==> config.mk <==
export PLATFORM = sky130hd
export DESIGN_NAME = result_log
export DESIGN_NICKNAME = d
export VERILOG_FILES = /design/src/rtl/result_log_pkg.sv /design/src/rtl/rise_edge.sv /design/src/rtl/result_log.sv
export SDC_FILE = /design/constraint.sdc
export NUM_CORES = 1
export LEC_CHECK = 0
export ABC_AREA = 1
export CORE_ASPECT_RATIO = 0.5
export CORE_MARGIN = 5
export CORE_UTILIZATION = 35
export CTS_CLUSTER_DIAMETER = 50
export DETAILED_ROUTE_END_ITERATION = 7
export SYNTH_ARGS = -nofsm -noshare
export SYNTH_HDL_FRONTEND = slang
export SYNTH_SLANG_ARGS = --single-unit
export TNS_END_PERCENT = 10
==> constraint.sdc <==
create_clock -name clk -period 2.5 [get_ports clk]
set_input_delay 0.625 -clock clk [delete_from_list [all_inputs] [get_ports clk]]
set_output_delay 0.625 -clock clk [all_outputs]
set_load 0.02 [all_outputs]
==> src/rtl/result_log_pkg.sv <==
// Shared sizing defaults and the per-cycle action decode for result_log.
package result_log_pkg;

  localparam int WIDTH_DEF = 8;
  localparam int DEPTH_DEF = 8;

  function automatic int ptr_w(input int depth);
    return $clog2(depth);
  endfunction

  function automatic int cnt_w(input int depth);
    return $clog2(depth) + 1;
  endfunction

  localparam int PTR_W_DEF = ptr_w(DEPTH_DEF);
  localparam int CNT_W_DEF = cnt_w(DEPTH_DEF);

  // One winner per cycle: clear beats write beats browse step.
  typedef enum logic [2:0] {
    ACT_IDLE,
    ACT_CLR,
    ACT_WR,
    ACT_DROP,
    ACT_STEP
  } log_act_e;

endpackage

==> src/rtl/rise_edge.sv <==
// Rising-edge detector for an already-debounced level; one pulse per low->high.
module rise_edge (
  input  logic clk,
  input  logic resetn,
  input  logic level,
  output logic pulse
);

  logic prev;

  always_ff @(posedge clk) begin
    if (!resetn) prev <= 1'b0;
    else         prev <= level;
  end

  assign pulse = level & ~prev;

endmodule

==> src/rtl/result_log.sv <==
// Circular log of evaluator results with key-driven browsing of older entries.
// Optional build macro RESULT_LOG_DEDUP_EN drops a result equal to the newest entry.
module result_log
  import result_log_pkg::*;
#(
  parameter  int WIDTH = WIDTH_DEF,
  parameter  int DEPTH = DEPTH_DEF,
  localparam int PTR_W = ptr_w(DEPTH),
  localparam int CNT_W = cnt_w(DEPTH)
) (
  input  logic             clk,
  input  logic             resetn,
  input  logic             res_valid,
  input  logic [WIDTH-1:0] res_data,
  input  logic             browse_next,
  input  logic             log_clr,
  output logic [WIDTH-1:0] sel_data,
  output logic [PTR_W-1:0] sel_offset,
  output logic [CNT_W-1:0] count,
  output logic             empty,
  output logic             full,
  output logic             overflow
);

  logic [WIDTH-1:0] mem [DEPTH];
  logic [PTR_W-1:0] wr_ptr;
  logic [PTR_W-1:0] rd_idx;
  logic             browse_pulse;
  logic             dup;
  logic             sel_last;
  log_act_e         act;

  rise_edge u_browse (
    .clk    (clk),
    .resetn (resetn),
    .level  (browse_next),
    .pulse  (browse_pulse)
  );

  assign empty = (count == '0);
  assign full  = (count == CNT_W'(DEPTH));

`ifdef RESULT_LOG_DEDUP_EN
  assign dup = !empty && (res_data == mem[wr_ptr - PTR_W'(1)]);
`else
  assign dup = 1'b0;
`endif

  // Newest entry sits just behind wr_ptr; power-of-two depth makes the wrap free.
  assign rd_idx   = wr_ptr - PTR_W'(1) - sel_offset;
  assign sel_last = ({1'b0, sel_offset} == count - CNT_W'(1));

  always_comb begin
    act = ACT_IDLE;
    if (log_clr)                    act = ACT_CLR;
    else if (res_valid)             act = dup ? ACT_DROP : ACT_WR;
    else if (browse_pulse && !empty) act = ACT_STEP;
  end

  always_ff @(posedge clk) begin
    if (resetn && act == ACT_WR) mem[wr_ptr] <= res_data;
  end

  always_ff @(posedge clk) begin
    if (!resetn) begin
      wr_ptr     <= '0;
      count      <= '0;
      sel_offset <= '0;
      sel_data   <= '0;
      overflow   <= 1'b0;
    end else begin
      // Selection is re-read every cycle, so it trails pointer/offset changes by one clock.
      sel_data <= empty ? '0 : mem[rd_idx];
      unique case (act)
        ACT_CLR: begin
          wr_ptr     <= '0;
          count      <= '0;
          sel_offset <= '0;
          sel_data   <= '0;
          overflow   <= 1'b0;
        end
        ACT_WR: begin
          wr_ptr     <= wr_ptr + PTR_W'(1);
          sel_offset <= '0;
          if (full) overflow <= 1'b1;
          else      count    <= count + CNT_W'(1);
        end
        ACT_STEP: sel_offset <= sel_last ? '0 : sel_offset + PTR_W'(1);
        default: ;
      endcase
    end
  end

endmodule

* After elaboration in Yosys (flattened, before gate mapping)
Memories as Yosys holds them, arrays and structs flattened. A register that Yosys moved wholly into a read port is not among the register bits.
Index checks and enable logic that the tools add are counted.
** Operators by class
- Mux-type cells :: 12
- $add $sub $neg :: 6
- Reductions and logical operators :: 10
- Bitwise logic cells :: 3
- Equality and inequality tests :: 7
** Operator list (count)
- 3-bit 2-to-1 mux :: 4
- 3-bit case mux with 2 select lines :: 2
- 4-bit case mux with 2 select lines :: 1
- 3-bit by 1-bit adder with 3-bit output (second input constant) :: 2
- 4-bit by 1-bit adder with 4-bit output (second input constant) :: 1
- 3-bit by 4-bit == test with 1-bit output :: 1
- 4-bit == test (second input constant) :: 1
- 4-bit zero test :: 1
- 4-bit 2-to-1 mux :: 1
- 2-bit != test (second input constant) :: 2
- 2-bit AND reduction :: 2
- 2-bit nonzero test :: 2
- 4-bit by 1-bit subtractor with 4-bit output (second input constant) :: 1
- 3-bit by 1-bit == test with 1-bit output (second input constant) :: 1
- 3-bit by 2-bit == test with 1-bit output (second input constant) :: 1
- 3-bit == test (second input constant) :: 1
- 1-bit 2-to-1 mux :: 3
- 3-bit OR reduction :: 1
- 3-bit by 1-bit subtractor with 3-bit output (second input constant) :: 1
- 3-bit subtractor :: 1
- 1-bit logical AND :: 2
- 1-bit NOT :: 2
- 1-bit case mux with 2 select lines :: 1
- 2-bit OR reduction :: 1
- 2 further kinds :: 2
** Storage, ports and cells
- Memories :: 1
- Output and inout port bits :: 18
- Input port bits :: 13
- Logic and storage cells :: 44
- Memory bits (writable) :: 64
- Bits in registers :: 12
** Memory list
- mem :: words 8, width 8, read ports 1, clocked after Yosys merged registers in 1, write ports 1, line result_log.sv:25 : logic [WIDTH-1:0] mem [DEPTH];

* Depth between registers and ports, before layout
- Depth in word-level cells :: 10
- Mapped depth :: 10
- Mapped depth without buffers :: 9

* Cells and area by module
A second synthesis with hierarchy kept.
** Second synthesis, totals
- Cell total of the unflattened synthesis :: 338
- Area total of the unflattened synthesis :: 3493.4 um^2
** Modules (own cells, without submodules)
- result_log :: sequential area each 2302.2 um^2, instances 1, cells an instance 333, area an instance 3455.8 um^2
- rise_edge :: sequential area each 20.0 um^2, instances 1, cells an instance 5, area an instance 37.5 um^2

* Least setup slack after synthesis
OpenSTA, ideal clock, no wires.
- Path kind :: input port to flip-flop
- Start point :: input port resetn
- End point :: memory mem[6][0] (netlist name) (enable)
- Path slack :: 0.280 ns
- Required time :: 2.117 ns
- Library setup time :: 0.383 ns
- Buffers on the path :: 0
- Arrival time :: 1.837 ns
- Stages on the path :: 6
- Cell sequence :: inv_2 nor2_1 inv_1 nor2_1 nand2_1 nor3_1
** On the way
- Cells in the longest elaborated chain, start to end :: 3
** Ends and longest elaborated chain
- start: declaration :: line result_log.sv:12 : input logic resetn,
- 1-bit logical AND :: line result_log.sv:61 : if (resetn && act == ACT_WR) mem[wr_ptr] <= res_data;
- 1-bit 2-to-1 mux :: line result_log.sv:61
- 1-bit 2-to-1 mux (not written as such) :: line result_log.sv:61
- end: declaration :: line result_log.sv:25
Every way passes these cells.

* Worst setup path after layout
- Start point :: register count[0]
- End point :: output port empty
** On the way
- Cells in the longest elaborated chain, start to end :: 1
** Ends and longest elaborated chain
- start: declaration :: line result_log.sv:19 : output logic [CNT_W-1:0] count,
- start signal: assignment :: line result_log.sv:86 : else count <= count + CNT_W'(1);
- 4-bit zero test :: line result_log.sv:40 : assign empty = (count == '0);
- end: declaration :: line result_log.sv:20 : output logic empty,
Every way passes these cells.

==> results.yml <==
synthesis:
  yosysSeqAreaShare: 0.6624
  synth_top_family_by_area: "simple AND/OR/NAND/NOR gates"
  synth-adder-area-share: 0.02712
  synthCells: 327
  ys_warn_count: 0
  ys_ff_latch: 84
  ys_async_sr_fraction: 0
  synth-xor-area-share: 0.009279
  synth_area_sq_mm: 0.003506
  ys_types: 28
  syn_nets: 347
  synth_compound_area_frac: 0.09315
  synth-simple-area-share: 0.1692
  syn_avg_cell_area_sq_um: 10.72
  synth.area.mux_share: 0
  synth-edff-count: 64
  synth-main-ff-cell: "edfxtp_1"
power_and_ir_drop:
  clockPowerShare: 0.439
  pwr-share-seq: 0.487
  switching_share: 0.2088
  p_leak_nw: 1.654
  switching_power_mw: 0.6512
  finalPower_mw: 3.119
  p_per_area_mw_per_mm2: 713.5
  intPower_mw: 2.468
  comb_power_share: 0.074
  irDropWorstVdd_v: 0.0003506
die:
  die_x_um: 151.5
  row_count: 25
  core_area_sq_mm: 0.009603
  design.portCount: 31
  die_h_um: 80.77
  start_util: 0.3651
  dieArea_sq_mm: 0.01224
worst_hold_path:
  worst_hold_startpoint: "overflow"
  min_delay_path_depth: 1
  hold_path_class: "register to register"
  hold_end: "overflow"
drt:
  drtIter0Drc: 219
  routed_wl_um: 8027
  first_pass_iters: 4
  antenna_left: 0
  drc: 0
  post_drt_wl_per_cell_um: 15.56
  vias: 2463
  viasPerCell: 4.773
outcome:
  status: "complete, no violations"
timing:
  hold_violations: 0
  setup_tns_ns: 0
  rsz0062_at_grt: "false"
  finalClockSkew_ns: 0.005026
  hold-worst-slack_ns: 0.4904
  slew_violations: 0
  relSlewSlack: 0.6709
  fmax_ghz: 0.4277
  timing.final.crit_share: 0.9352
  setup_viol: 0
  tightest_slew_ns: 0.4929
  period_minus_slack_ns: 2.338
  setup_slack_ns: 0.1620
clock_tree:
  cts.sinks: 84
  cts_max_path_buffers: 2
  cts_tree: "yes"
  h-tree-depth: 3
  clk_pin_slew_ns: 0.06
  cts-root-buf: "clkbuf_16"
  cts-buffers-inserted: 9
  clk_latency_ns: 0.33
worst_setup_path:
  crit_chain: "inv_1 > ha_1 > nand3_1 > inv_1 > dlygate4sd2_1"
  critPathLaunchType: "register"
  cp_common_cell: "inv_1"
  cp_max_fo: 7
  critPathCaptureType: "primary output"
  r2r_slack_ns: 0.41
  cpMaxStageDelayCell: "dfxtp_2"
  worst_r2r_endpoint: "sel_data[2]"
  worstPathArrival_ns: 1.71
  r2r_start: "sel_offset[0]"
  cp_slowest_stage_delay_ns: 0.35
  critical_path_required_ns: 1.88
  rr_worst_depth: 9
  path_class: "register to primary output"
final_layout:
  syn_to_final_growth_pct: 24.70
  final_cell_area_sq_mm: 0.004372
  regArea_sq_mm: 0.002323
  multi_input_area_sq_mm: 0.001047
  fillers: 874
  final_cells: 516
  final_util: 0.4552
  final_nets: 396
  drive_gt1_frac: 0.1129
  diodes: 0
global_routing:
  grt_overflow: 0
  grt_max_degree: 33
  grtUsageTotal: 0.1438
  grt_pass1_wl_um: 13010
  antenna_found_initial: 0
  grt_pass1_vias: 2465
placed_design:
  gp_congestion: 0.9253
  placement.io_buffers: 30
  dpl-instance-area_sq_mm: 0.004056
  dp_hpwl_um: 5669
  dp_cells: 500
  dp_slack_ns: 0.08718
flow_run:
  maxCapViolCount: 0
critical path: cells and delay by family, from the launching register on:
| kind | cells | cell delay (ns) |
|---|---|---|
| adders and majority gates | 1 | 0.20 |
| DFF | 1 | 0.35 |
| buffers and inverters | 3 | 0.66 |
| and+or+nand+nor | 1 | 0.17 |
kinds of logic (layout without fill, tap and decap cells):
group           Yosys count  after routing
simple gates            143            143
flops                    84             84
compound gates           58             58
buf+inv                  33             87
fa+ha+maj                 7              7
xor+xnor                  2              2
layout by cell type, fill, tap and decap left out, drive strengths merged:
master         Yosys  final
fa                 1      1
clkbuf             4      9
a21oi             17     17
dlygate4sd2        0      2
nand3             10     10
bufinv             0      2
xor2               1      1
a22o               1      1
nor3               2      2
o21ai             26     26
xnor2              1      1
a211oi             1      1
o21a               1      1
buf                5     17
nor2              52     52
o22ai              8      8
clkinv             0      5
edfxtp            64     64
o21bai             3      3
ha                 6      6
and3               8      8
clkdlybuf4s50      0     28
o31ai              1      1
dfxtp             20     20
inv               24     24
nand4              1      1
nand2             70     70
power by group through the flow:
| stage | Sequential, mW | Clock, mW | Combinational [mW] |
|---|---|---|---|
| 3_5_place_dp | 1.55 | 0 | 0.231 |
| 6_report | 1.52 | 1.37 | 0.230 |
| 2_1_floorplan | 1.55 | 0 | 0.124 |
| 5_1_grt | 1.52 | 1.48 | 0.255 |
| 3_3_place_gp | 1.55 | 0 | 0.227 |
| 4_1_cts | 1.52 | 1.40 | 0.230 |
cell type report:
type / count / area share
inverter: 24 / 0.02061
sequential: 84 / 0.5315
clock buffer: 9 / 0.05152
timing repair buffer: 47 / 0.09731
clock inverter: 7 / 0.02089
multi-input combinational: 210 / 0.2396
tap: 135 / 0.03864
layer usage:
layer  up-vias  routed length [um]  global-route usage  share of wire
li1       1215                   -                   -              -
met1      1144                3766              0.1940           0.47
met2        95                3625              0.2213           0.45
met3         9                 528             0.04292          0.066
met4         0                 107             0.05376          0.013
met5         -                   0                   0              0
synthesized netlist by cell type, types with 2 or more instances:
| library cell | n | area, sq um |
|---|---|---|
| nor3_1 | 2 | 10.01 |
| o21ai_0 | 24 | 120.1 |
| buf_2 | 4 | 20.02 |
| and3_1 | 6 | 37.54 |
| nand2_1 | 70 | 262.8 |
| inv_1 | 21 | 78.83 |
| ha_1 | 6 | 75.07 |
| and3_2 | 2 | 15.01 |
| clkbuf_1 | 4 | 15.01 |
| nand3_1 | 10 | 50.05 |
| dfxtp_1 | 20 | 400.4 |
| inv_2 | 3 | 11.26 |
| o21bai_1 | 3 | 22.52 |
| nor2_1 | 51 | 191.4 |
| a21oi_1 | 17 | 85.08 |
| edfxtp_1 | 64 | 1922 |
| o21ai_2 | 2 | 17.52 |
| o22ai_1 | 8 | 50.05 |
worst max path at each step:
stage,startpoint,to,slack [ns],cells past startpoint
finish,count[0],empty,0.16,5
global placement,resetn,mem[7][3],0.11,8
detailed placement,resetn,mem[7][3],0.09,8
global route,count[0],empty,0.04,5
floorplan,resetn,mem[6][0],0.28,6
CTS,count[0],empty,0.11,5
sequential cells by signal (all words and copies together) (netlist names):
signal / cells
count: 4
sel_data: 8
sel_offset: 3
overflow: 1
u_browse.prev: 1
wr_ptr: 3
mem: 64
repair_timing:
action | 4_1_cts | 5_1_grt
hold buffers | 0 | 0
setup endpoints to repair | 2 | 1
endpoints found under the hold margin | 0 | 0
resized for setup | 2 | 1
setup buffers | 0 | 0
(Power assumes the default switching activity.)
